===== src/rtl/inst_rom_arb_pkg.sv =====
// Shared constants for the instruction-ROM arbiter: ROM geometry, chip-enable levels,
// the zero data word and the response-phase state encoding.
package inst_rom_arb_pkg;

  localparam int ROM_LOG2 = 17;

  localparam logic CHIP_ENABLE  = 1'b1;
  localparam logic CHIP_DISABLE = 1'b0;

  localparam logic [31:0] ZERO_WORD = 32'h0000_0000;

  typedef logic [1:0] state_t;

  localparam state_t ST_IDLE    = 2'd0;
  localparam state_t ST_RESP_IF = 2'd1;
  localparam state_t ST_RESP_LS = 2'd2;

endpackage


===== src/rtl/inst_rom_arb.sv =====
// Shares one combinational instruction ROM between fetch (IF) and load (LS) ports.
// LS has fixed priority; a starvation counter guarantees IF a slot every STARVE_LIMIT+1 cycles.
module inst_rom_arb
  import inst_rom_arb_pkg::*;
#(
  parameter int ADDR_W       = 32,
  parameter int DATA_W       = 32,
  parameter int ROM_LOG2     = inst_rom_arb_pkg::ROM_LOG2,
  parameter int STARVE_LIMIT = 4
) (
  input  logic              clk,
  input  logic              rst,
  input  logic              if_req,
  input  logic [ADDR_W-1:0] if_addr,
  output logic              if_gnt,
  output logic              if_rvalid,
  output logic [DATA_W-1:0] if_rdata,
  input  logic              ls_req,
  input  logic [ADDR_W-1:0] ls_addr,
  output logic              ls_gnt,
  output logic              ls_rvalid,
  output logic [DATA_W-1:0] ls_rdata,
  output logic              ls_err,
  output logic              rom_ce,
  output logic [ADDR_W-1:0] rom_addr,
  input  logic [DATA_W-1:0] rom_inst
);

  localparam logic [3:0]        STARVE_MAX = 4'(STARVE_LIMIT);
  localparam logic [DATA_W-1:0] ZERO_DATA  = DATA_W'(ZERO_WORD);

  state_t            state_q, state_d;
  logic [3:0]        starve_cnt_q, starve_cnt_d;
  logic [DATA_W-1:0] if_rdata_q, if_rdata_d;
  logic [DATA_W-1:0] ls_rdata_q, ls_rdata_d;
  logic              ls_err_q, ls_err_d;

  logic              starve_hit;
  logic              ls_addr_bad;

  assign starve_hit  = if_req && (starve_cnt_q == STARVE_MAX);
  assign ls_addr_bad = (ls_addr[1:0] != 2'b00) || ((ls_addr >> (ROM_LOG2 + 2)) != '0);

  // Grants are gated by reset so nothing reaches the ROM while the block is held in reset.
  always_comb begin
    ls_gnt   = rst && ls_req && !starve_hit;
    if_gnt   = rst && if_req && !ls_gnt;
    rom_ce   = (if_gnt || ls_gnt) ? CHIP_ENABLE : CHIP_DISABLE;
    rom_addr = '0;
    if (ls_gnt) begin
      rom_addr = ls_addr;
    end else if (if_gnt) begin
      rom_addr = if_addr;
    end
  end

  always_comb begin
    starve_cnt_d = starve_cnt_q;
    if (!if_req || if_gnt) begin
      starve_cnt_d = 4'd0;
    end else if (ls_gnt && (starve_cnt_q < STARVE_MAX)) begin
      starve_cnt_d = starve_cnt_q + 4'd1;
    end
  end

  // The state records which port owns the response phase in the following cycle.
  always_comb begin
    state_d    = ST_IDLE;
    if_rdata_d = if_rdata_q;
    ls_rdata_d = ls_rdata_q;
    ls_err_d   = 1'b0;
    if (ls_gnt) begin
      state_d    = ST_RESP_LS;
      ls_rdata_d = ls_addr_bad ? ZERO_DATA : rom_inst;
      ls_err_d   = ls_addr_bad;
    end else if (if_gnt) begin
      state_d    = ST_RESP_IF;
      if_rdata_d = rom_inst;
    end
  end

  always_ff @(posedge clk or negedge rst) begin
    if (!rst) begin
      state_q      <= ST_IDLE;
      starve_cnt_q <= 4'd0;
      if_rdata_q   <= ZERO_DATA;
      ls_rdata_q   <= ZERO_DATA;
      ls_err_q     <= 1'b0;
    end else begin
      state_q      <= state_d;
      starve_cnt_q <= starve_cnt_d;
      if_rdata_q   <= if_rdata_d;
      ls_rdata_q   <= ls_rdata_d;
      ls_err_q     <= ls_err_d;
    end
  end

  assign if_rvalid = (state_q == ST_RESP_IF);
  assign ls_rvalid = (state_q == ST_RESP_LS);
  assign if_rdata  = if_rdata_q;
  assign ls_rdata  = ls_rdata_q;
  assign ls_err    = ls_err_q;

endmodule

===== config.mk =====
export PLATFORM = sky130hd
export DESIGN_NAME = inst_rom_arb
export DESIGN_NICKNAME = d
export VERILOG_FILES = /design/src/rtl/inst_rom_arb_pkg.sv /design/src/rtl/inst_rom_arb.sv
export SDC_FILE = /design/constraint.sdc
export NUM_CORES = 1
export LEC_CHECK = 0
export CAP_MARGIN = 20
export CORE_MARGIN = 2
export CORE_UTILIZATION = 34
export CTS_CLUSTER_DIAMETER = 60
export DETAILED_ROUTE_END_ITERATION = 10
export GPL_TIMING_DRIVEN = 1
export PLACE_DENSITY = 0.75
export SLEW_MARGIN = 0
export SYNTH_ARGS = -nofsm -noshare
export SYNTH_HDL_FRONTEND = slang
export SYNTH_SLANG_ARGS = --single-unit

===== constraint.sdc =====
create_clock -name clk -period 1.95 [get_ports clk]
set_input_delay 0.2925 -clock clk [delete_from_list [all_inputs] [get_ports clk]]
set_output_delay 0.2925 -clock clk [all_outputs]
set_load 0.1 [all_outputs]

==> flow_metrics.tcl, run 1 <==
set metrics [dict create \
    maxSlewHeadroom_pct 63.0 \
    drt-pass1-iter-count 4 \
    synth_area_per_cell_sq_um 11.3 \
    fillCellCount 743 \
    dieWidth_um 103 \
    met2_length_mm 6.44 \
    antenna_found_initial 0 \
    final_cell_mix "buf_4, clkdlybuf4s50_1, dfrtp_1, buf_12" \
    gp_congestion 0.766 \
    synth_top_family_by_area "compound AO/OA/AOI/OAI gates" \
    worst-setup-path-type "reg -> out" \
    die_h_um 103 \
    clk_latency_ps 330 \
    p_per_area_nw_per_um2 898 \
    cts_buffer_depth 2 \
    wl_mm 12.3 \
    crit_top_cell "buf_12" \
    met3_length_um 868 \
    ys_seq_area_share_pct 53.3 \
    antenna_cells 0 \
    r2r_cells 7 \
    areaGrowthSynthToFinish_pct 96.4 \
    drc 0 \
    dp_cells 628 \
    vias_per_cell 5.17 \
    vdd_drop_max_mv 0.527 \
    setup_ws_ps -397 \
    netlist_area_sq_um 3330 \
    cp_num_buf_inv 4 \
    ctsHoldBuffers 0 \
    wl_met1_mm 4.87 \
    path_delay_family "buffers and inverters" \
    wl_per_cell_um 18.6 \
    finalCriticalPeriod_ps 2350 \
    multiInputGateArea_sq_um 1700 \
    fin_hold_ws_ps 6.71 \
    synthSimpleGateAreaFrac_pct 8.56 \
    yosysWarnings 0 \
    synthAdderAreaFrac_pct 0.750 \
    fin_crit_sh_pct 120 \
    tritoncts "done" \
    synth_area_leaders "dfrtp_1, mux2_2, a22o_1" \
    io_pins 202 \
    synth_cell_types 28 \
    synth_compound_area_share_pct 21.4 \
    cts_inserted_buffers 9 \
    fin_cells 660 \
    critPathSlowestCell "dfrtp_1" \
    h-tree-depth 3 \
    grt_usage_pct 21.4 \
    max_freq_ghz 0.426 \
    via_count 3411 \
    path_cells "inv_1 > ha_2 > and4b_2 > o211ai_4 > inv_4 > buf_12 > a22o_4 > buf_12" \
    synth_xor_area_share_pct 0.263 \
    violations "negative setup slack" \
    grt_pass1_wl_mm 17.5 \
    hpwlAfterDp_mm 8.89 \
    crit_fanout 13 \
    tightest_slew_ps 555 \
    nNetsFinal 626 \
    row_count 36 \
    coreArea_sq_um 9640 \
    cts-root-buf "clkbuf_8" \
    p_leak_uw 0.00301 \
    hold_viol 0 \
    synth.top_cell.area_share_pct 53.3 \
    grt_start_max_net_pins 45 \
    numClockSinks 71 \
    rsz0062_at_grt "yes" \
    die_area_sq_um 10600 \
    syn_inst 294 \
    cp-end-kind "output port" \
    portBuffers 201 \
    drt-initial-drc-count 162 \
    layout_commonest_cell "buf_4" \
    synth-seq-cells 71 \
    hold_class "in -> async" \
    start_util_pct 34.6 \
    setup_viol 34 \
    worstSetupStartpointType "flop" \
    crit_path_max_incr_delay_ps 350 \
    drive_above_1_share_pct 44.8 \
    ff_latch_area_sq_um 1780 \
    grt_overflow_total 0 \
    required_ps 1660 \
    drv_slew 0 \
    syn_nets 396 \
    skew_ps 7.97 \
    clk_pin_slew_ps 70 \
    synth_largest_area_cell "dfrtp_1" \
    arrival_ps 2050 \
    maxCapViolations 0 \
    grt_pass1_vias 3350 \
    drtAntennaViolNets 0 \
    synth_mux_area_share_pct 11.1 \
    cp.depth 8 \
    status "complete, but fails checks" \
    top_layer "met4" \
]
==> per-stage QoR <==
stage	util, %	setup TNS [ps]	setup WS, ps	total power [uW]	instance area [sq um]
after detailed placement	63.1	-10100	-261	4710	6080
after floorplan	-	-3310	-132	3800	3620
after CTS	65.8	-13260	-432	5880	6350
final	67.9	-12890	-397	5880	6550
after global placement	63.1	-7640	-211	4670	6080
after global routing	67.9	-16990	-520	6080	6550
==> routing by layer <==
layer	GRT usage, %	up-vias
li1	-	1574
met5	0	-
met3	6.51	12
met1	27.7	1685
met4	4.15	0
met2	35.9	140
==> final timing paths <==
check,start,end,slack [ps]
max,starve_cnt_q[0]$_DFFE_PN0P_,rom_addr[13],-400
min,rst,starve_cnt_q[2]$_DFFE_PN0P_,7
max reg2reg,starve_cnt_q[0]$_DFFE_PN0P_,if_rdata[19]$_DFFE_PN0P_,80
min reg2reg,if_rdata[23]$_DFFE_PN0P_,if_rdata[23]$_DFFE_PN0P_,510
max in group asynchronous,rst,ls_rdata[12]$_DFFE_PN0P_,1480
min in group clk,if_rdata[23]$_DFFE_PN0P_,if_rdata[23]$_DFFE_PN0P_,510
==> flip-flops by register name, summed over array words and instances, names as in the netlist <==
signal and count:
if_rdata 32, ls_err 1, ls_rdata 32, starve_cnt_q 4
state_q 2
==> repair_timing <==
action,4_1_cts,5_1_grt
gates resized for setup,8,13
setup endpoints to repair,35,66
pin swaps,3,1
buffers inserted,4,11
cloned,1,3
hold endpoints to repair,0,0
==> cells in the mapped netlist, drive strengths merged <==
| library cell | count |
|---|---|
| dfrtp | 71 |
| a22o | 32 |
| a22oi | 32 |
| mux2 | 32 |
| nand3 | 32 |
| o21ai | 32 |
| clkbuf | 18 |
| buf | 12 |
| inv | 5 |
| nor2 | 3 |
| nor2b | 3 |
| nor3 | 3 |
| nor4 | 3 |
| and2 | 2 |
| ha | 2 |
| nand2 | 2 |
| o211ai | 2 |
| a21oi | 1 |
| and3 | 1 |
| and4b | 1 |
| mux2i | 1 |
| nand4 | 1 |
| nand4b | 1 |
| nor4bb | 1 |
| xnor2 | 1 |
==> where the power goes <==
group / leakage (uW) / internal [uW] / switching (uW)
Sequential: 0.000893 / 1650 / 90.7
Clock: 0.0000940 / 607 / 527
Combinational: 0.00203 / 888 / 2110
Total: 0.00301 / 3150 / 2730
==> area by class of cell <==
cell class	count	share of cell area, %
clock buffer	10	2.10
timing repair buffer	249	41.2
tap	133	2.54
clock inverter	4	0.726
inverter	5	0.325
multi-input combinational	188	26.0
sequential	71	27.1
==> cell families (layout without fill, tap and decap cells) <==
| logic type | Yosys count | count (layout) |
|---|---|---|
| flops | 71 | 71 |
| simple gates | 53 | 53 |
| xor+xnor | 1 | 1 |
| fa+ha+maj | 2 | 2 |
| compound gates | 99 | 99 |
| buf+inv | 35 | 268 |
| mux | 33 | 33 |
(Power assumes the default switching activity.)
==> run 2, diff against run 1 <==
--- a/config.mk
+++ b/config.mk
@@ -7,11 +7,12 @@
 export LEC_CHECK = 0
 export CAP_MARGIN = 20
 export CORE_MARGIN = 2
-export CORE_UTILIZATION = 34
+export CORE_UTILIZATION = 25
 export CTS_CLUSTER_DIAMETER = 60
 export DETAILED_ROUTE_END_ITERATION = 10
 export GPL_TIMING_DRIVEN = 1
-export PLACE_DENSITY = 0.75
+export HOLD_SLACK_MARGIN = 0.12
+export PLACE_DENSITY = 0.58
 export SLEW_MARGIN = 0
 export SYNTH_ARGS = -nofsm -noshare
 export SYNTH_HDL_FRONTEND = slang
==> flow_metrics.tcl, run 2 (synthesis gave the netlist of run 1 again) <==
set metrics [dict create \
    setup_ws_ps -365 \
    drt-initial-drc-count 163 \
    hold_class "in -> async" \
    drt-pass1-iter-count 5 \
    io_pins 202 \
    vias_per_cell 4.84 \
    grt_overflow_total 0 \
    place_ws_ps -287 \
    cts-root-buf "clkbuf_16" \
    die_h_um 119 \
    max_freq_ghz 0.432 \
    wl_per_cell_um 17.9 \
    tritoncts "done" \
    gp_congestion 0.739 \
    drc 0 \
    place_area_sq_um 6160 \
    power.total_uw 6470 \
    coreArea_sq_um 13100 \
    start_util_pct 25.4 \
    fin_crit_sh_pct 119 \
    multiInputGateArea_sq_um 1700 \
    wl_mm 12.5 \
    cts_inserted_buffers 9 \
    maxCapViolations 0 \
    drtAntennaViolNets 0 \
    worstSetupStartpointType "flop" \
    hold_viol 0 \
    antenna_found_initial 0 \
    p_per_area_nw_per_um2 982 \
    ff_latch_area_sq_um 1780 \
    areaGrowthSynthToFinish_pct 97.6 \
    grt_start_max_net_pins 46 \
    layout_commonest_cell "buf_4" \
    cts_buffer_depth 2 \
    antenna_cells 0 \
    cp-end-kind "output port" \
    dieWidth_um 119 \
    grt_usage_pct 17.3 \
    nNetsFinal 617 \
    worst-setup-path-type "reg -> out" \
    vdd_drop_max_mv 0.624 \
    violations "negative setup slack" \
    fillCellCount 1204 \
    via_count 3371 \
    h-tree-depth 3 \
    status "complete, but fails checks" \
    setup_viol 34 \
    fin_hold_ws_ps 144 \
    rsz0062_at_grt "yes" \
    drv_slew 0 \
    fin_area_sq_um 6590 \
    grt_pass1_wl_mm 19.3 \
    skew_ps 7.08 \
    required_ps 1660 \
    final_cell_mix "buf_4, clkdlybuf4s50_1, dfrtp_1, buf_12" \
    numClockSinks 71 \
    row_count 42 \
    drive_above_1_share_pct 44.8 \
    portBuffers 201 \
    p_leak_uw 0.00299 \
    crit_fanout 18 \
    clk_latency_ps 330 \
    arrival_ps 2020 \
    clk_pin_slew_ps 60 \
    tightest_slew_ps 584 \
    r2r_cells 6 \
    grt_pass1_vias 3573 \
    hpwlAfterDp_mm 9.38 \
    postLayoutCoreUtil_pct 50.2 \
    maxSlewHeadroom_pct 61.1 \
    finalCriticalPeriod_ps 2310 \
    die_area_sq_um 14300 \
]
## run 2: cell types whose count changed in the layout (fill, tap and decap cells not counted), sizes merged
cell          change
bufinv            +1
clkinv            +1
dlymetal6s4s      +1
clkinvlp          +1
buf               -7
clkbuf            -4
## run 2: path summary, 6_finish.rpt
kind                                        startpoint                        to  slack (ps)
max                        starve_cnt_q[1]$_DFFE_PN0P_               rom_addr[3]        -360
max in group asynchronous                          rst  ls_rdata[10]$_DFFE_PN0P_        1410
min reg2reg                   if_rdata[13]$_DFFE_PN0P_  if_rdata[13]$_DFFE_PN0P_         500
min in group clk              if_rdata[13]$_DFFE_PN0P_  if_rdata[13]$_DFFE_PN0P_         500
max reg2reg                starve_cnt_q[1]$_DFFE_PN0P_  if_rdata[28]$_DFFE_PN0P_         100
min                                                rst  if_rdata[14]$_DFFE_PN0P_         140
## run 2: final cells by class
class | instances | share of cell area (%)
clock buffers | 9 | 3.42
clock inverters | 7 | 1.48
inverters | 5 | 0.323
multi-input cells | 188 | 25.8
flip-flops and latches | 71 | 27.0
well taps | 176 | 3.34
repair buffers | 240 | 38.7
## run 2: metrics by stage
| stage | setup TNS, ps | instances |
|---|---|---|
| 2_1_floorplan | -3310 | 294 |
| 3_3_place_gp | -10900 | 674 |
| 3_5_place_dp | -15210 | 674 |
| 4_1_cts | -12370 | 695 |
| 5_1_grt | -14400 | 696 |
| 6_report | -11710 | 696 |
## run 2: layer usage
layer  track usage (%)  wire length, um  vias up
li1                  -                -     1564
met1              21.2             5240     1666
met2              29.5             6340      132
met3              5.32              802        9
met4              4.49              113        0
met5                 0                0        -
## run 2: critical path: stages (launching register included)
cell      delay, ps
dfrtp_1         350
inv_1            50
ha_2            180
and4b_2         250
o211ai_4        210
inv_4            80
buf_12          160
a22o_2          240
buf_12          170
## run 2: repair_timing
action / 4_1_cts / 5_1_grt
gates resized for setup: 4 / 8
hold buffers: 2 / 0
pin swaps: 2 / 0
setup buffers: 3 / 2
endpoints found under the hold margin: 26 / 0
setup endpoints to repair: 35 / 44
## run 2: report_power, final
group	switching, uW	internal (uW)
Combinational	2100	857
Clock	646	1120
Sequential	95.3	1650
==> run 3, diff against run 2 <==
--- a/config.mk
+++ b/config.mk
@@ -7,12 +7,12 @@
 export LEC_CHECK = 0
 export CAP_MARGIN = 20
 export CORE_MARGIN = 2
-export CORE_UTILIZATION = 25
+export CORE_UTILIZATION = 34
 export CTS_CLUSTER_DIAMETER = 60
 export DETAILED_ROUTE_END_ITERATION = 10
 export GPL_TIMING_DRIVEN = 1
 export HOLD_SLACK_MARGIN = 0.12
-export PLACE_DENSITY = 0.58
+export PLACE_DENSITY = 0.75
 export SLEW_MARGIN = 0
 export SYNTH_ARGS = -nofsm -noshare
 export SYNTH_HDL_FRONTEND = slang
==> flow_metrics.tcl, run 3 (synthesis gave the netlist of run 1 again) <==
set metrics [dict create \
    status "complete, but fails checks" \
    violations "negative setup slack" \
    wl_per_cell_um 18.8 \
    p_comb_share_pct 51.2 \
    dieWidth_um 103 \
    worst-setup-path-type "reg -> out" \
    wl_mm 12.4 \
    finalCriticalPeriod_ps 2340 \
    place_area_sq_um 6080 \
    gp_congestion 0.766 \
    power.total_uw 5890 \
    grt_overflow_total 0 \
    p_seq_share_pct 29.6 \
    drtAntennaViolNets 0 \
    crit_fanout 13 \
    numClockSinks 71 \
    areaGrowthSynthToFinish_pct 97.8 \
    fin_crit_sh_pct 120 \
    maxCapViolations 0 \
    vdd_drop_max_mv 0.527 \
    grt_start_max_net_pins 45 \
    drt-initial-drc-count 153 \
    max_freq_ghz 0.428 \
    hold_viol 0 \
    fin_cells 662 \
    drt-pass1-iter-count 5 \
    drc 0 \
    hpwlAfterDp_mm 8.89 \
    clk_pin_slew_ps 70 \
    switching_power_uw 2730 \
    via_count 3431 \
    cts_inserted_buffers 9 \
    swShare_pct 46.4 \
    dp_cells 628 \
    p_leak_uw 0.00304 \
    grt.busiest_layer "met2" \
    start_util_pct 34.6 \
    met2_usage_pct 35.9 \
    final_cell_mix "buf_4, clkdlybuf4s50_1, dfrtp_1, buf_12" \
    use_met3_pct 6.64 \
    p_clk_share_pct 19.3 \
    drv_slew 0 \
    grt_pass1_vias 3364 \
    required_ps 1660 \
    nNetsFinal 628 \
    antenna_found_initial 0 \
    antenna_cells 0 \
    io_pins 202 \
    worstSetupStartpointType "flop" \
    vias_per_cell 5.18 \
    tightest_slew_ps 557 \
    setup_ws_ps -388 \
    die_h_um 103 \
    cp-end-kind "output port" \
    gr-usage-met1_pct 27.6 \
    portBuffers 201 \
    setup_viol 34 \
    h-tree-depth 3 \
    die_area_sq_um 10600 \
    clk_latency_ps 330 \
    arrival_ps 2050 \
    p_per_area_nw_per_um2 893 \
    hold_class "in -> async" \
    place_ws_ps -261 \
    layout_commonest_cell "buf_4" \
    tritoncts "done" \
    rsz0062_at_grt "yes" \
    drive_above_1_share_pct 45.0 \
    skew_ps 6.88 \
    maxSlewHeadroom_pct 62.9 \
    grt_usage_pct 21.4 \
    cts-root-buf "clkbuf_8" \
    cts_buffer_depth 2 \
    p_int_uw 3160 \
    fin_area_sq_um 6600 \
    grt_pass1_wl_mm 17.5 \
    row_count 36 \
    coreArea_sq_um 9640 \
]
## run 3: changes by cell type in the layout (fill, tap and decap cells not counted), moves of 2 or more
cell,delta
clkbuf_8,+10
clkbuf_16,-5
a22o_2,-4
a22o_4,+4
a22oi_1,+4
a22oi_2,-4
buf_6,+4
buf_12,+2
clkinv_4,-2
## run 3: layout make-up
class,count,area [sq um]
Timing Repair Buffer,251,2740
Inverter,5,21.3
Fill cell,739,3040
Sequential cell,71,1780
Multi-Input combinational cell,188,1700
Tap cell,133,166
Clock inverter,4,47.5
Clock buffer,10,138
## run 3: routing by layer
layer	vias to the layer above	part of all wire (%)
met5	-	0
met4	0	0.75
met3	12	6.3
met2	119	52
met1	1718	41
li1	1582	-
## run 3: what timing repair did
item	CTS	global route
endpoints found under the setup margin	35	71
setup buffers	4	11
hold buffers	1	0
endpoints found under the hold margin	71	0
pin swaps	3	1
resized for setup	8	18
cloned	1	4
## run 3: power by group through the flow
stage	registers, uW	clock network, uW	logic, uW
2_1_floorplan	3060	0	738
3_3_place_gp	1760	0	2910
3_5_place_dp	1770	0	2940
4_1_cts	1740	1170	2970
5_1_grt	1760	1240	3100
6_report	1740	1130	3010
## run 3: metrics by stage
step                      util [%]  TNS, ps  hold WS (ps)
after floorplan                  -    -3310         -3.09
after global placement        63.1    -7640           369
after detailed placement      63.1   -10100           371
after CTS                     66.0   -13520           407
after global routing          68.4   -16690           292
final                         68.4   -12570           306
## run 3: final timing paths
path                                        startpoint                        to  slack (ps)  depth (start not counted)
max in group asynchronous                          rst  ls_rdata[17]$_DFFE_PN0P_        1050                          3
min                                                rst   if_rdata[5]$_DFFE_PN0P_         310                          3
max                        starve_cnt_q[0]$_DFFE_PN0P_              rom_addr[13]        -390                          8
min reg2reg                   if_rdata[23]$_DFFE_PN0P_  if_rdata[23]$_DFFE_PN0P_         510                          1
max reg2reg                starve_cnt_q[0]$_DFFE_PN0P_  if_rdata[19]$_DFFE_PN0P_          80                          7
min in group clk              if_rdata[23]$_DFFE_PN0P_  if_rdata[23]$_DFFE_PN0P_         510                          1
## run 3: worst max-delay path, stage by stage, from the launching register on
cell and delay (ps):
dfrtp_1 350, inv_1 50, ha_2 190, and4b_2 250, o211ai_4 210, inv_4 100, buf_12 160, a22o_4 230
buf_12 160
